--- config.mk ---
export PLATFORM = sky130hd
export DESIGN_NAME = sm3_msg_byte_pckr_flat
export DESIGN_NICKNAME = d
export VERILOG_FILES = /design/src/rtl/sm3_msg_byte_pckr_pkg.sv /design/src/rtl/sm3_msg_byte_pckr_if.sv /design/src/rtl/sm3_msg_byte_pckr_word_out_reg.sv /design/src/rtl/sm3_msg_byte_pckr.sv /design/src/flat_wrapper.sv
export SDC_FILE = /design/constraint.sdc
export NUM_CORES = 1
export LEC_CHECK = 0
export BUFFER_PORTS_ARGS = -buffer_cell sky130_fd_sc_hd__buf_2
export CAP_MARGIN = 15
export CORE_MARGIN = 2
export CORE_UTILIZATION = 51
export CTS_CLUSTER_SIZE = 16
export DETAILED_ROUTE_END_ITERATION = 16
export HOLD_SLACK_MARGIN = 0.05
export PLACE_DENSITY = 0.77
export SYNTH_ARGS = -nofsm -noshare
export SYNTH_HDL_FRONTEND = slang
export SYNTH_HIERARCHICAL = 1
export SYNTH_SLANG_ARGS = --single-unit
export TNS_END_PERCENT = 1
--- constraint.sdc ---
create_clock -name clk -period 3.1 [get_ports clk]
set_input_delay 0.155 -clock clk [delete_from_list [all_inputs] [get_ports clk]]
set_output_delay 0.155 -clock clk [all_outputs]
set_load 0.1 [all_outputs]
--- src/rtl/sm3_msg_byte_pckr_pkg.sv ---
// Shared types and helpers for the SM3 message byte packer: accumulator states,
// MSB-first byte-valid masks and zero-filling of unused lanes.
package sm3_pckr_pkg;

   localparam int INPT_DW_DEF  = 32;
   localparam int MAX_DW       = 64;
   localparam int MAX_BYTE_NUM = MAX_DW / 8;

   typedef enum logic {
      ACC_FILL = 1'b0,
      ACC_DONE = 1'b1
   } acc_state_e;

   // Ones over lanes 0..idx, where lane 0 is the most significant byte of a
   // byte_num-lane word; right-justified in the returned vector.
   function automatic logic [MAX_BYTE_NUM-1:0] vld_byte_mask(input int idx, input int byte_num);
      logic [MAX_BYTE_NUM-1:0] m;
      m = '0;
      for (int i = 0; i < MAX_BYTE_NUM; i++) begin
         if (i < byte_num && i <= idx) m[3'(byte_num - 1 - i)] = 1'b1;
      end
      return m;
   endfunction

   function automatic logic [MAX_DW-1:0] lane_zero_fill(input logic [MAX_DW-1:0] d, input int idx,
                                                        input int byte_num);
      logic [MAX_DW-1:0] r;
      r = '0;
      for (int i = 0; i < MAX_BYTE_NUM; i++) begin
         if (i < byte_num && i <= idx) r[6'(8 * (byte_num - 1 - i)) +: 8] = d[6'(8 * (byte_num - 1 - i)) +: 8];
      end
      return r;
   endfunction

endpackage

--- src/rtl/sm3_msg_byte_pckr_if.sv ---
// Byte-stream input and SM3 core message-word output of the packer.
// master = byte source / word sink side, slave = the packer itself.
interface sm3_msg_byte_pckr_if
   import sm3_pckr_pkg::*;
#(
   parameter int INPT_DW = INPT_DW_DEF
);
   localparam int BYTE_NUM = INPT_DW / 8;

   logic [7:0]          byte_d;
   logic                byte_vld;
   logic                byte_lst;
   logic                byte_rdy;
   logic [INPT_DW-1:0]  msg_inpt_d;
   logic [BYTE_NUM-1:0] msg_inpt_vld_byte;
   logic                msg_inpt_vld;
   logic                msg_inpt_lst;
   logic                msg_inpt_rdy;

   modport master (
      output byte_d, byte_vld, byte_lst, msg_inpt_rdy,
      input  byte_rdy, msg_inpt_d, msg_inpt_vld_byte, msg_inpt_vld, msg_inpt_lst
   );

   modport slave (
      input  byte_d, byte_vld, byte_lst, msg_inpt_rdy,
      output byte_rdy, msg_inpt_d, msg_inpt_vld_byte, msg_inpt_vld, msg_inpt_lst
   );

endinterface

--- src/rtl/sm3_msg_byte_pckr_word_out_reg.sv ---
// One-entry output holding register for packed message words: contents stay
// stable while the core stalls, and the byte mask and lst read 0 whenever empty.
module sm3_word_out_reg
   import sm3_pckr_pkg::*;
#(
   parameter int  INPT_DW  = INPT_DW_DEF,
   localparam int BYTE_NUM = INPT_DW / 8
) (
   input  logic                clk,
   input  logic                rst,
   input  logic                i_load,
   input  logic [INPT_DW-1:0]  i_d,
   input  logic [BYTE_NUM-1:0] i_vld_byte,
   input  logic                i_lst,
   input  logic                i_rdy,
   output logic                o_vld,
   output logic [INPT_DW-1:0]  o_d,
   output logic [BYTE_NUM-1:0] o_vld_byte,
   output logic                o_lst,
   output logic                o_free
);

   logic                r_vld;
   logic [INPT_DW-1:0]  r_d;
   logic [BYTE_NUM-1:0] r_vld_byte;
   logic                r_lst;
   logic                w_xfer;

   assign w_xfer = r_vld && i_rdy;
   assign o_free = !r_vld || i_rdy;

   // NOTE: sequential state uses non-blocking assignments only, so every flop
   // samples the pre-edge values of its neighbours regardless of block order.
   always_ff @(posedge clk or posedge rst) begin
      if (rst) begin
         r_vld      <= 1'b0;
         r_d        <= '0;
         r_vld_byte <= '0;
         r_lst      <= 1'b0;
      end else if (i_load) begin
         r_vld      <= 1'b1;
         r_d        <= i_d;
         r_vld_byte <= i_vld_byte;
         r_lst      <= i_lst;
      end else if (w_xfer) begin
         r_vld      <= 1'b0;
         r_vld_byte <= '0;
         r_lst      <= 1'b0;
      end
   end

   assign o_vld      = r_vld;
   assign o_d        = r_d;
   assign o_vld_byte = r_vld_byte;
   assign o_lst      = r_lst;

endmodule

--- src/rtl/sm3_msg_byte_pckr.sv ---
// Packs a byte stream MSB-first into INPT_DW-bit words for the SM3 core, zero-filling
// short tails; an accumulator feeds a one-entry output register.
module sm3_msg_byte_pckr
   import sm3_pckr_pkg::*;
#(
   parameter int INPT_DW = INPT_DW_DEF
) (
   input  logic                    clk,
   input  logic                    rst,
   sm3_msg_byte_pckr_if.slave      bus,
   output logic [60:0]             sts_byte_cnt,
   output logic [15:0]             sts_msg_cnt
);

   localparam int                BYTE_NUM  = INPT_DW / 8;
   localparam int                IDX_W     = $clog2(BYTE_NUM);
   localparam logic [IDX_W-1:0]  LAST_LANE = IDX_W'(BYTE_NUM - 1);

   acc_state_e          r_state, w_state_nxt;
   logic [INPT_DW-1:0]  r_acc_d, w_acc_d_base, w_acc_d_nxt;
   logic [IDX_W-1:0]    r_acc_idx, w_acc_idx_base, w_acc_idx_nxt;
   logic                r_acc_lst, w_acc_lst_nxt;
   logic [60:0]         r_byte_cnt;
   logic [15:0]         r_msg_cnt;

   logic                w_acc_move;
   logic                w_out_free;
   logic                w_byte_xfer;
   logic                w_lst_xfer;
   logic [INPT_DW-1:0]  w_out_d;
   logic [BYTE_NUM-1:0] w_out_mask;

   // byte_rdy is combinational from msg_inpt_rdy: a completed word can leave and a
   // new byte can enter lane 0 in the same cycle, which sustains full throughput.
   assign w_acc_move   = (r_state == ACC_DONE) && w_out_free;
   assign bus.byte_rdy = !rst && ((r_state == ACC_FILL) || w_acc_move);
   assign w_byte_xfer  = bus.byte_vld && bus.byte_rdy;
   assign w_lst_xfer   = bus.msg_inpt_vld && bus.msg_inpt_rdy && bus.msg_inpt_lst;

   // NOTE: every always_comb output gets a default first so no path infers a latch.
   always_comb begin
      w_state_nxt    = r_state;
      w_acc_d_base   = r_acc_d;
      w_acc_idx_base = r_acc_idx;
      w_acc_lst_nxt  = r_acc_lst;
      if (w_acc_move) begin
         w_state_nxt    = ACC_FILL;
         w_acc_d_base   = '0;
         w_acc_idx_base = '0;
         w_acc_lst_nxt  = 1'b0;
      end
      w_acc_d_nxt   = w_acc_d_base;
      w_acc_idx_nxt = w_acc_idx_base;
      if (w_byte_xfer) begin
         for (int i = 0; i < BYTE_NUM; i++) begin
            if (w_acc_idx_base == IDX_W'(i)) w_acc_d_nxt[INPT_DW - 8 - 8 * i +: 8] = bus.byte_d;
         end
         // In DONE the index keeps the last filled lane so the mask can be derived.
         if (bus.byte_lst || w_acc_idx_base == LAST_LANE) begin
            w_state_nxt   = ACC_DONE;
            w_acc_lst_nxt = bus.byte_lst;
         end else begin
            w_acc_idx_nxt = w_acc_idx_base + IDX_W'(1);
         end
      end
   end

   always_ff @(posedge clk or posedge rst) begin
      if (rst) begin
         r_state   <= ACC_FILL;
         r_acc_d   <= '0;
         r_acc_idx <= '0;
         r_acc_lst <= 1'b0;
      end else begin
         r_state   <= w_state_nxt;
         r_acc_d   <= w_acc_d_nxt;
         r_acc_idx <= w_acc_idx_nxt;
         r_acc_lst <= w_acc_lst_nxt;
      end
   end

   assign w_out_mask = BYTE_NUM'(vld_byte_mask(int'(r_acc_idx), BYTE_NUM));
   assign w_out_d    = INPT_DW'(lane_zero_fill(MAX_DW'(r_acc_d), int'(r_acc_idx), BYTE_NUM));

   sm3_word_out_reg #(
      .INPT_DW (INPT_DW)
   ) u_word_out_reg (
      .clk        (clk),
      .rst        (rst),
      .i_load     (w_acc_move),
      .i_d        (w_out_d),
      .i_vld_byte (w_out_mask),
      .i_lst      (r_acc_lst),
      .i_rdy      (bus.msg_inpt_rdy),
      .o_vld      (bus.msg_inpt_vld),
      .o_d        (bus.msg_inpt_d),
      .o_vld_byte (bus.msg_inpt_vld_byte),
      .o_lst      (bus.msg_inpt_lst),
      .o_free     (w_out_free)
   );

   // A byte accepted in the same cycle as the final word leaves belongs to the next message.
   always_ff @(posedge clk or posedge rst) begin
      if (rst) begin
         r_byte_cnt <= '0;
         r_msg_cnt  <= '0;
      end else begin
         if (w_lst_xfer) r_byte_cnt <= w_byte_xfer ? 61'd1 : 61'd0;
         else if (w_byte_xfer) r_byte_cnt <= r_byte_cnt + 61'd1;
         if (w_lst_xfer) r_msg_cnt <= r_msg_cnt + 16'd1;
      end
   end

   assign sts_byte_cnt = r_byte_cnt;
   assign sts_msg_cnt  = r_msg_cnt;

endmodule

--- src/flat_wrapper.sv ---
// flat-port wrapper written by rule: the top's interface ports become plain ports
module sm3_msg_byte_pckr_flat import sm3_pckr_pkg::*;
#(
   parameter int INPT_DW = INPT_DW_DEF
)
  (clk, rst, sts_byte_cnt, sts_msg_cnt, bus_byte_d, bus_byte_vld, bus_byte_lst, bus_msg_inpt_rdy, bus_byte_rdy, bus_msg_inpt_d, bus_msg_inpt_vld_byte, bus_msg_inpt_vld, bus_msg_inpt_lst);
  sm3_msg_byte_pckr_if #(.INPT_DW(INPT_DW)) bus_i ();
  input  logic clk;
  input  logic rst;
  output logic [60:0] sts_byte_cnt;
  output logic [15:0] sts_msg_cnt;
  input wire logic [$bits(bus_i.byte_d)-1:0] bus_byte_d;
  input wire logic [$bits(bus_i.byte_vld)-1:0] bus_byte_vld;
  input wire logic [$bits(bus_i.byte_lst)-1:0] bus_byte_lst;
  input wire logic [$bits(bus_i.msg_inpt_rdy)-1:0] bus_msg_inpt_rdy;
  output wire logic [$bits(bus_i.byte_rdy)-1:0] bus_byte_rdy;
  output wire logic [$bits(bus_i.msg_inpt_d)-1:0] bus_msg_inpt_d;
  output wire logic [$bits(bus_i.msg_inpt_vld_byte)-1:0] bus_msg_inpt_vld_byte;
  output wire logic [$bits(bus_i.msg_inpt_vld)-1:0] bus_msg_inpt_vld;
  output wire logic [$bits(bus_i.msg_inpt_lst)-1:0] bus_msg_inpt_lst;
  assign bus_i.byte_d = bus_byte_d;
  assign bus_i.byte_vld = bus_byte_vld;
  assign bus_i.byte_lst = bus_byte_lst;
  assign bus_i.msg_inpt_rdy = bus_msg_inpt_rdy;
  assign bus_byte_rdy = bus_i.byte_rdy;
  assign bus_msg_inpt_d = bus_i.msg_inpt_d;
  assign bus_msg_inpt_vld_byte = bus_i.msg_inpt_vld_byte;
  assign bus_msg_inpt_vld = bus_i.msg_inpt_vld;
  assign bus_msg_inpt_lst = bus_i.msg_inpt_lst;
  sm3_msg_byte_pckr #(.INPT_DW(INPT_DW)) u_core (.clk(clk), .rst(rst), .bus(bus_i), .sts_byte_cnt(sts_byte_cnt), .sts_msg_cnt(sts_msg_cnt));
endmodule
Word level (Yosys, flattened, before mapping) --
Cells that the tools add are included.
Word-level totals: register bits after elaboration 151, input port bits 13, output and inout port bits 116, word-level logic and storage cells 62
Operators by class: add/subtract/negate cells 3, $lt $le $gt $ge 3, equal/unequal tests 3, multiplexer cells 29, bitwise gates (word level) 1, reductions and logical operators 13
Operators by type and width (number):
- 2-to-1 mux 61 bit | 2
- 2-to-1 mux 32 bit | 2
- adder 61 x 1 -> 61 bit (second input constant) | 1
- 2-to-1 mux 8 bit | 7
- adder 16 x 1 -> 16 bit (second input constant) | 1
- 2-to-1 mux 1 bit | 13
- 2-to-1 mux 4 bit | 2
- 2-to-1 mux 2 bit | 3
- logical AND 1 bit | 5
- == test 2 bit (second input constant) | 2
- less-or-equal comparator 2 bit (first input constant) | 2
- nonzero test 2 bit | 2
- logical OR 1 bit | 3
- adder 2 x 1 -> 2 bit (second input constant) | 1
- == test 2 x 1 -> 1 bit (second input constant) | 1
- less-or-equal comparator 1 x 2 -> 1 bit (first input constant) | 1
- logical NOT 1 bit | 2
- logical NOT 2 bit | 1
- NOT 1 bit | 1

Logic depth before layout (Yosys ltp) --
Gate-level depths: netlist (run 1).
word-level depth 8, depth in mapped cells 9, gate-level depth less buffers 8

Modules after synthesis --
Netlist (run 1), hierarchy kept.
Modules (own cells, without submodules):
- sm3_msg_byte_pckr | instances 1, cells an instance 604, area each 5611.6 um2, sequential area each 2827.7 um2
- sm3_word_out_reg | instances 1, cells an instance 89, area each 1582.8 um2, sequential area each 950.9 um2

Worst setup path before layout (run 1) --
Ideal clock, no wire load.
path kind register -> register, from reg u_core.r_byte_cnt[1] (netlist: u_core/sts_byte_cnt[1]), to reg u_core.r_byte_cnt[36] (netlist: u_core/sts_byte_cnt[36]), library setup time 0.078 ns, arrival 3.106 ns, required time 3.022 ns, slack -0.084 ns, cell stages (with the launch flop) 9, path buffers 2, clock period less this slack 3.184 ns, cell sequence dfrtp_1 > ha_1 > nand3_1 > or3_1 > clkbuf_1 > or4_4 > buf_6 > or4_1 > a21oi_1
Between the ends: cells in the longest elaborated chain, start to end 3
Ends and longest elaborated chain:
- start, declared | line sm3_msg_byte_pckr.sv:23 | logic [60:0] r_byte_cnt;
- start signal, assigned | line sm3_msg_byte_pckr.sv:108 | if (w_lst_xfer) r_byte_cnt <= w_byte_xfer ? 61'd1 : 61'd0;
- start signal, assigned | line sm3_msg_byte_pckr.sv:109 | else if (w_byte_xfer) r_byte_cnt <= r_byte_cnt + 61'd1;
- adder 61 x 1 -> 61 bit | line sm3_msg_byte_pckr.sv:109
- 2-to-1 mux 61 bit | line sm3_msg_byte_pckr.sv:109
- 2-to-1 mux 61 bit | line sm3_msg_byte_pckr.sv:108
Every way passes these cells. The select of a mux whose other input is x is not followed. A chain may end at the register's enable or synchronous reset.

Final worst setup path (run 1) --
from reg u_core.u_word_out_reg.r_vld (netlist: u_core/u_word_out_reg/o_vld), to reg u_core.r_byte_cnt[60] (netlist: u_core/sts_byte_cnt[60])
Between the ends: cells in the longest elaborated chain, start to end 7, elaborated cells between the ends (all ways) 10, classes of those cells mux: 1; reduce/logical: 9
Ends and longest elaborated chain:
- start, declared | line sm3_msg_byte_pckr_word_out_reg.sv:23 | logic r_vld;
- start signal, assigned | line sm3_msg_byte_pckr_word_out_reg.sv:36 | r_vld <= 1'b0;
- start signal, assigned | line sm3_msg_byte_pckr_word_out_reg.sv:41 | r_vld <= 1'b1;
- start signal, assigned | line sm3_msg_byte_pckr_word_out_reg.sv:46 | r_vld <= 1'b0;
- logical NOT 1 bit | line sm3_msg_byte_pckr_word_out_reg.sv:30 | assign o_free = !r_vld || i_rdy;
- logical OR 1 bit | line sm3_msg_byte_pckr_word_out_reg.sv:30
- net u_core.w_out_free | line sm3_msg_byte_pckr.sv:27 | logic w_out_free;
- logical AND 1 bit | line sm3_msg_byte_pckr.sv:35 | assign w_acc_move = (r_state == ACC_DONE) && w_out_free;
- logical OR 1 bit | line sm3_msg_byte_pckr.sv:36 | assign bus.byte_rdy = !rst && ((r_state == ACC_FILL) || w_acc_move);
- logical AND 1 bit | line sm3_msg_byte_pckr.sv:36
- logical AND 1 bit | line sm3_msg_byte_pckr.sv:37 | assign w_byte_xfer = bus.byte_vld && bus.byte_rdy;
- nonzero test 2 bit (no source line)
The timed path passes the listed nets, and every way through them passes these cells.

==> impl_metrics.py, run 1 <==
metrics = {
    "sta": {
        "rsz0062_at_grt": "false",
        "skew_ns": 0.00816,
        "setup_ws_ns": 0.494,
        "min_period_ns": 2.61,
        "fmax_ghz": 0.384,
        "period_share_pct": 84.1,
        "hold_viol": 0,
        "worst_pin_slew_ns": 0.892,
        "slew_viol_final": 0,
        "slew-limit-headroom_pct": 40.4,
        "setup_violations": 0,
    },
    "logic_synthesis": {
        "synth_compound_area_share_pct": 8.54,
        "synth_area_leaders": "dfrtp_1 53%, mux2_4 6.7%, nand3_1 4.4%",
        "yosysTopAreaCellShare_pct": 52.5,
        "netlist_instances": 693,
        "ys.flop_type": "dfrtp_1",
        "syn_area_per_cell_um2": 10.4,
        "yosys_warnings": 6,
        "synth_area_leader_cell": "dfrtp_1",
        "synth_edf_count": 0,
        "ys_seq_area_share_pct": 52.5,
        "syn_nets": 712,
        "synth-simple-area-share_pct": 22.0,
        "synth_xor_area_share_pct": 4.50,
        "async_flop_share_pct": 100,
        "ys_types": 40,
        "synth_area_um2": 7190,
        "synth_top_family_by_area": "simple AND/OR/NAND/NOR gates",
        "synth-seq-cells": 151,
        "synth-adder-area-share_pct": 1.04,
        "muxShareOfSynthArea_pct": 7.67,
    },
    "detailed_routing": {
        "viasPerCell": 5.67,
        "vias": 5734,
        "ant_nets": 0,
        "drt-pass1-iter-count": 5,
        "drc": 0,
        "routed_wl_mm": 17.1,
        "avgRoutedWirePerCell_um": 16.9,
        "drt_iter0_drc": 451,
    },
    "final_layout": {
        "antennaDiodeCount": 0,
        "layout_common_cells": "150 x dfrtp_1, 128 x buf_2, 63 x nand3_1, 54 x nand2_1, 48 x o21ai_0",
        "nets": 837,
        "seq_area_um2": 3780,
        "fill_cells": 1117,
        "fin_area_um2": 8620,
        "fin_util_pct": 62.3,
        "area_growth_pct": 19.8,
        "drive_gt1_share_pct": 26.1,
        "stdcell_count": 1011,
        "layout_commonest_cell": "dfrtp_1",
        "multiInputGateArea_um2": 3150,
    },
    "cts": {
        "clockBufferDepth": 2,
        "cts_tree": "done",
        "ctsHtreeMaxLevel": 4,
        "clk_pin_slew_ns": 0.07,
        "clock_latency_ns": 0.42,
        "numCtsBuffers": 17,
        "post_cts_resized": 0,
        "clock_sinks": 151,
        "cts_root_buf": "clkbuf_16",
    },
    "global_routing": {
        "grt_usage_pct": 24.2,
        "antenna_found_initial": 0,
        "gr-total-overflow": 0,
        "grt_first_pass_wirelength_mm": 28.2,
        "grt_pass1_vias": 5408,
        "grt_max_degree": 56,
    },
    "placed_design": {
        "post-dp-hpwl_mm": 11.6,
        "dpl-instance-area_um2": 7990,
        "port_buffers": 128,
        "dp_slack_ns": 0.512,
        "globalplace.congestion": 0.847,
        "dp.cells": 977,
    },
    "floorplanning": {
        "rows": 43,
        "fp.dieW_um": 123,
        "die_h_um": 123,
        "io_pins": 129,
        "die_area_um2": 15100,
        "coreArea_um2": 13800,
        "start_util_pct": 52.0,
    },
    "setup_path": {
        "max_stage_delay_ns": 0.70,
        "worst_path_max_delay_cell": "or4_4",
        "cp.required_ns": 3.44,
        "cp_cell_sequence": "nand2b_1, nor2b_1, or3_1, or4_4, or4_1, a21oi_1",
        "arrival_ns": 2.95,
        "worstSetupPathType": "flop to flop",
        "end_kind": "flop",
        "start_kind": "flop",
        "crit_fanout": 21,
    },
    "power_and_ir_drop": {
        "ir_drop_v": 0.000733,
        "p_total_w": 0.00686,
        "p_leak_nw": 4.23,
        "p_per_area_nw_per_um2": 796,
    },
    "hold_path": {
        "hold_path.class": "primary input to flop",
    },
    "job": {
        "cap_viol_max_count": 0,
    },
    "status": {
        "status": "complete, no violations",
    },
}
## through the flow
stage | setup TNS, ns | hold WS (ns)
3_5_place_dp | 0 | 0.379
2_1_floorplan | -0.222 | 0.288
6_report | 0 | 0.0917
3_3_place_gp | 0 | 0.371
4_1_cts | 0 | 0.0646
5_1_grt | 0 | 0.0829
## Yosys cell counts, drive strengths merged, types with 15 or more instances
cell    number
dfrtp      151
nand3       63
nand2       54
o21ai       48
nor2        40
mux2        33
a21oi       31
clkbuf      27
xnor2       26
inv         21
and3        20
nand4       20
or3         18
nor2b       15
## worst max-delay path, delay by kind of cell (launching register included)
kind	cells	cell delay (ns)
AND/OR/NAND/NOR	5	1.92
flip-flops	1	0.41
AO/OA/AOI/OAI	1	0.18
## kinds of logic after synthesis
logic type      count (synthesis)
other cells                     1
mux                            39
compound gates                106
fa+ha+maj                       6
xor+xnor                       37
buf+inv                        56
simple gates                  297
flops                         151
## state kept, by name, summed over array words and instances, names as in the netlist
| signal | count |
|---|---|
| u_core/sts_msg_cnt | 16 |
| u_core/r_acc_d | 32 |
| u_core/r_acc_lst | 1 |
| u_core/u_word_out_reg/o_lst | 1 |
| u_core/sts_byte_cnt | 61 |
| u_core/u_word_out_reg/o_d | 32 |
| u_core/r_state | 1 |
| u_core/u_word_out_reg/o_vld | 1 |
| u_core/r_acc_idx | 2 |
| u_core/u_word_out_reg/o_vld_byte | 4 |
## power breakdown
group	switching [W]	internal (W)
combinational	0.00171	0.000465
sequential	0.000260	0.00230
clock	0.000898	0.00122
total	0.00287	0.00399
## per-layer routing
layer	track usage, %	wire [um]	share of wire, %
met2	36.5	8090	47
met4	7.54	169	0.99
met3	6.37	1150	6.7
met1	34.2	7720	45
met5	0	0	0
## worst paths after layout
kind                       depth (start not counted)                                       end  slack (ns)                                    start
min                                                3              u_core/r_acc_d[23]$_DFF_PP0_        0.09                            bus_byte_d[7]
min reg2reg                                        1        u_core/sts_msg_cnt[15]$_DFFE_PP0P_        0.47       u_core/sts_msg_cnt[15]$_DFFE_PP0P_
min in group asynchronous                          4  u_core/u_word_out_reg/o_d[1]$_DFFE_PP0P_        0.47                                      rst
max in group asynchronous                          4         u_core/sts_msg_cnt[4]$_DFFE_PP0P_        1.79                                      rst
max reg2reg                                        6       u_core/sts_byte_cnt[60]$_DFFE_PP0P_        0.49  u_core/u_word_out_reg/o_vld$_DFFE_PP0P_
max                                                6       u_core/sts_byte_cnt[60]$_DFFE_PP0P_        0.49  u_core/u_word_out_reg/o_vld$_DFFE_PP0P_
## layout make-up
class / count / share of cell area (%)
sequential: 151 / 43.9
multi-input combinational: 486 / 36.6
timing repair buffer: 141 / 8.92
clock buffer: 17 / 4.94
tap: 180 / 2.61
clock inverter: 15 / 2.09
inverter: 21 / 0.958
## timing repair
item | 4_1_cts | 5_1_grt
hold buffers | 2 | 0
endpoints found under the hold margin | 78 | 0
buffers inserted | 0 | 0
No activity file was read; power rests on OpenSTA's default activity.
==> inputs of run 2 (changes only) <==
Settings changed: CORE_UTILIZATION 51 to 56, PLACE_DENSITY 0.77 to 0.8.
Clock period 3.1 ns to 2.4 ns, I/O delays scaled along.
==> run 2 against run 1 <==
Against the previous run: the flow now finishes with violations (setup timing); setup slack worse by 0.54 ns; final area is 4.0% higher; critical endpoint is now u_core/sts_byte_cnt[44]$_DFFE_PP0P_; die area is 8.6% lower; routed wire length is 11% higher; total power is 34% higher; worst hold slack worse by 0.0099 ns; highest routed layer unchanged; critical path depth stayed put; non-clock buffer count is 27 higher; critical path type unchanged.
==> impl_metrics.py, run 2 (synthesized netlist as in run 1, its figures left out) <==
metrics = {
    "sta": {
        "setup_violations": 9,
        "min_period_ns": 2.45,
        "rsz0062_at_grt": "true",
        "period_share_pct": 102,
        "slew-limit-headroom_pct": 53.1,
        "fin_setup_tns_ns": -0.185,
        "fmax_ghz": 0.409,
        "skew_ns": 0.00837,
        "hold_viol": 0,
        "slew_viol_final": 0,
        "setup_ws_ns": -0.0477,
        "worst_pin_slew_ns": 0.697,
    },
    "placed_design": {
        "post-dp-hpwl_mm": 12.9,
        "dp_slack_ns": -0.0879,
        "port_buffers": 128,
        "dp.cells": 991,
        "globalplace.congestion": 0.924,
    },
    "global_routing": {
        "grt_pass1_vias": 5992,
        "gr-max-usage-layer": "met2",
        "grt_usage_pct": 28.0,
        "use_met2_pct": 45.9,
        "antenna_found_initial": 1,
        "grt_use_met1_pct": 36.4,
        "grt_util_met3_pct": 6.47,
        "grt_max_degree": 57,
        "grt_first_pass_wirelength_mm": 30.9,
        "gr-total-overflow": 0,
    },
    "detailed_routing": {
        "avgRoutedWirePerCell_um": 18.4,
        "vias": 6061,
        "drt-pass1-iter-count": 5,
        "viasPerCell": 5.87,
        "ant_nets": 0,
        "drt_iter0_drc": 464,
        "routed_wl_mm": 19.0,
        "drc": 0,
    },
    "final_layout": {
        "fill_cells": 895,
        "fin_util_pct": 71.3,
        "layout_common_cells": "150 x dfrtp_1, 128 x buf_2, 62 x nand3_1, 54 x nand2_1, 48 x o21ai_0",
        "stdcell_count": 1032,
        "largest_register_ffs": 61,
        "nets": 865,
        "layout_commonest_cell": "dfrtp_1",
        "area_growth_pct": 24.5,
        "drive_gt1_share_pct": 29.2,
    },
    "setup_path": {
        "worst_r2r_path_depth": 6,
        "crit_fanout": 10,
        "cp.required_ns": 2.75,
        "arrival_ns": 2.80,
        "end_kind": "flop",
        "start_kind": "flop",
        "worstSetupPathType": "flop to flop",
    },
    "floorplanning": {
        "io_pins": 129,
        "die_h_um": 117,
        "coreArea_um2": 12600,
        "fp.dieW_um": 117,
        "die_area_um2": 13800,
        "rows": 41,
        "start_util_pct": 57.2,
    },
    "power_and_ir_drop": {
        "p_total_w": 0.00919,
        "p_per_area_nw_per_um2": 1030,
        "p_leak_nw": 4.42,
        "ir_drop_v": 0.000667,
    },
    "cts": {
        "clk_pin_slew_ns": 0.06,
        "cts_root_buf": "clkbuf_16",
        "clockBufferDepth": 2,
        "cts_tree": "done",
        "clock_latency_ns": 0.43,
        "ctsHtreeMaxLevel": 4,
        "numCtsBuffers": 17,
        "clock_sinks": 151,
    },
    "hold_path": {
        "hold_depth": 3,
        "hold_path.class": "primary input to flop",
    },
    "status": {
        "violations": "setup timing",
        "status": "finished with violations",
    },
    "job": {
        "cap_viol_max_count": 0,
    },
}
==> run 2: cell types whose count changed in the layout (fill, tap and decap cells not counted), sizes merged, moves of 3 or more <==
cell and change:
buf +23, inv -6, dlygate4sd3 +4, bufinv +3, clkinv +3
==> run 2: path summary, 6_finish.rpt <==
check	slack, ns	to	start
min in group asynchronous	0.40	u_core/sts_byte_cnt[2]$_DFFE_PP0P_	rst
worst max-delay path	-0.05	u_core/sts_byte_cnt[44]$_DFFE_PP0P_	u_core/sts_byte_cnt[0]$_DFFE_PP0P_
worst max register to register	-0.05	u_core/sts_byte_cnt[44]$_DFFE_PP0P_	u_core/sts_byte_cnt[0]$_DFFE_PP0P_
worst min-delay path	0.08	u_core/r_acc_d[21]$_DFF_PP0_	bus_byte_d[5]
worst min register to register	0.47	u_core/sts_msg_cnt[15]$_DFFE_PP0P_	u_core/sts_msg_cnt[15]$_DFFE_PP0P_
max in group asynchronous	1.34	u_core/sts_msg_cnt[6]$_DFFE_PP0P_	rst
==> run 2: cell type report <==
type | instances | area [um^2] | area share [%]
inverter | 21 | 82.6 | 0.922
clock inverter | 14 | 221 | 2.47
timing repair buffer | 168 | 1010 | 11.2
multi-input combinational | 487 | 3210 | 35.9
sequential | 151 | 3780 | 42.2
antenna | 1 | 2.50 | 0.0279
tap | 172 | 215 | 2.40
clock buffer | 18 | 439 | 4.90
==> run 2: critical path, cell delays in order (launching register included) <==
cell and delay (ns):
dfrtp_1 0.39, ha_1 0.19, nand3_1 0.11, or3_4 0.38
or4_4 0.59, or4_4 0.55, a21oi_2 0.16
==> run 2: timing repair <==
action,CTS,global route
hold buffers,6,0
pin swaps,2,5
resized for setup,4,8
gates cloned,1,0
setup buffers,1,0
endpoints found under the hold margin,77,0
setup endpoints to repair,13,18
==> run 2: per-stage QoR <==
stage | hold WS, ns | cell area (um^2)
2_1_floorplan | 0.253 | 7200
3_3_place_gp | 0.302 | 8170
3_5_place_dp | 0.304 | 8170
4_1_cts | 0.0609 | 8920
5_1_grt | 0.0948 | 8960
6_report | 0.0818 | 8960
==> run 2: routing by layer <==
layer,vias up,wire (um)
met5,-,0
met3,39,1060
li1,2783,-
met4,0,435
met2,219,9550
met1,3020,7960
==> run 2: where the power goes <==
group	switching (W)	total, W	internal [W]
registers	0.000302	0.00328	0.00297
logic	0.00229	0.00293	0.000637
clock network	0.00110	0.00298	0.00188
total	0.00369	0.00919	0.00550
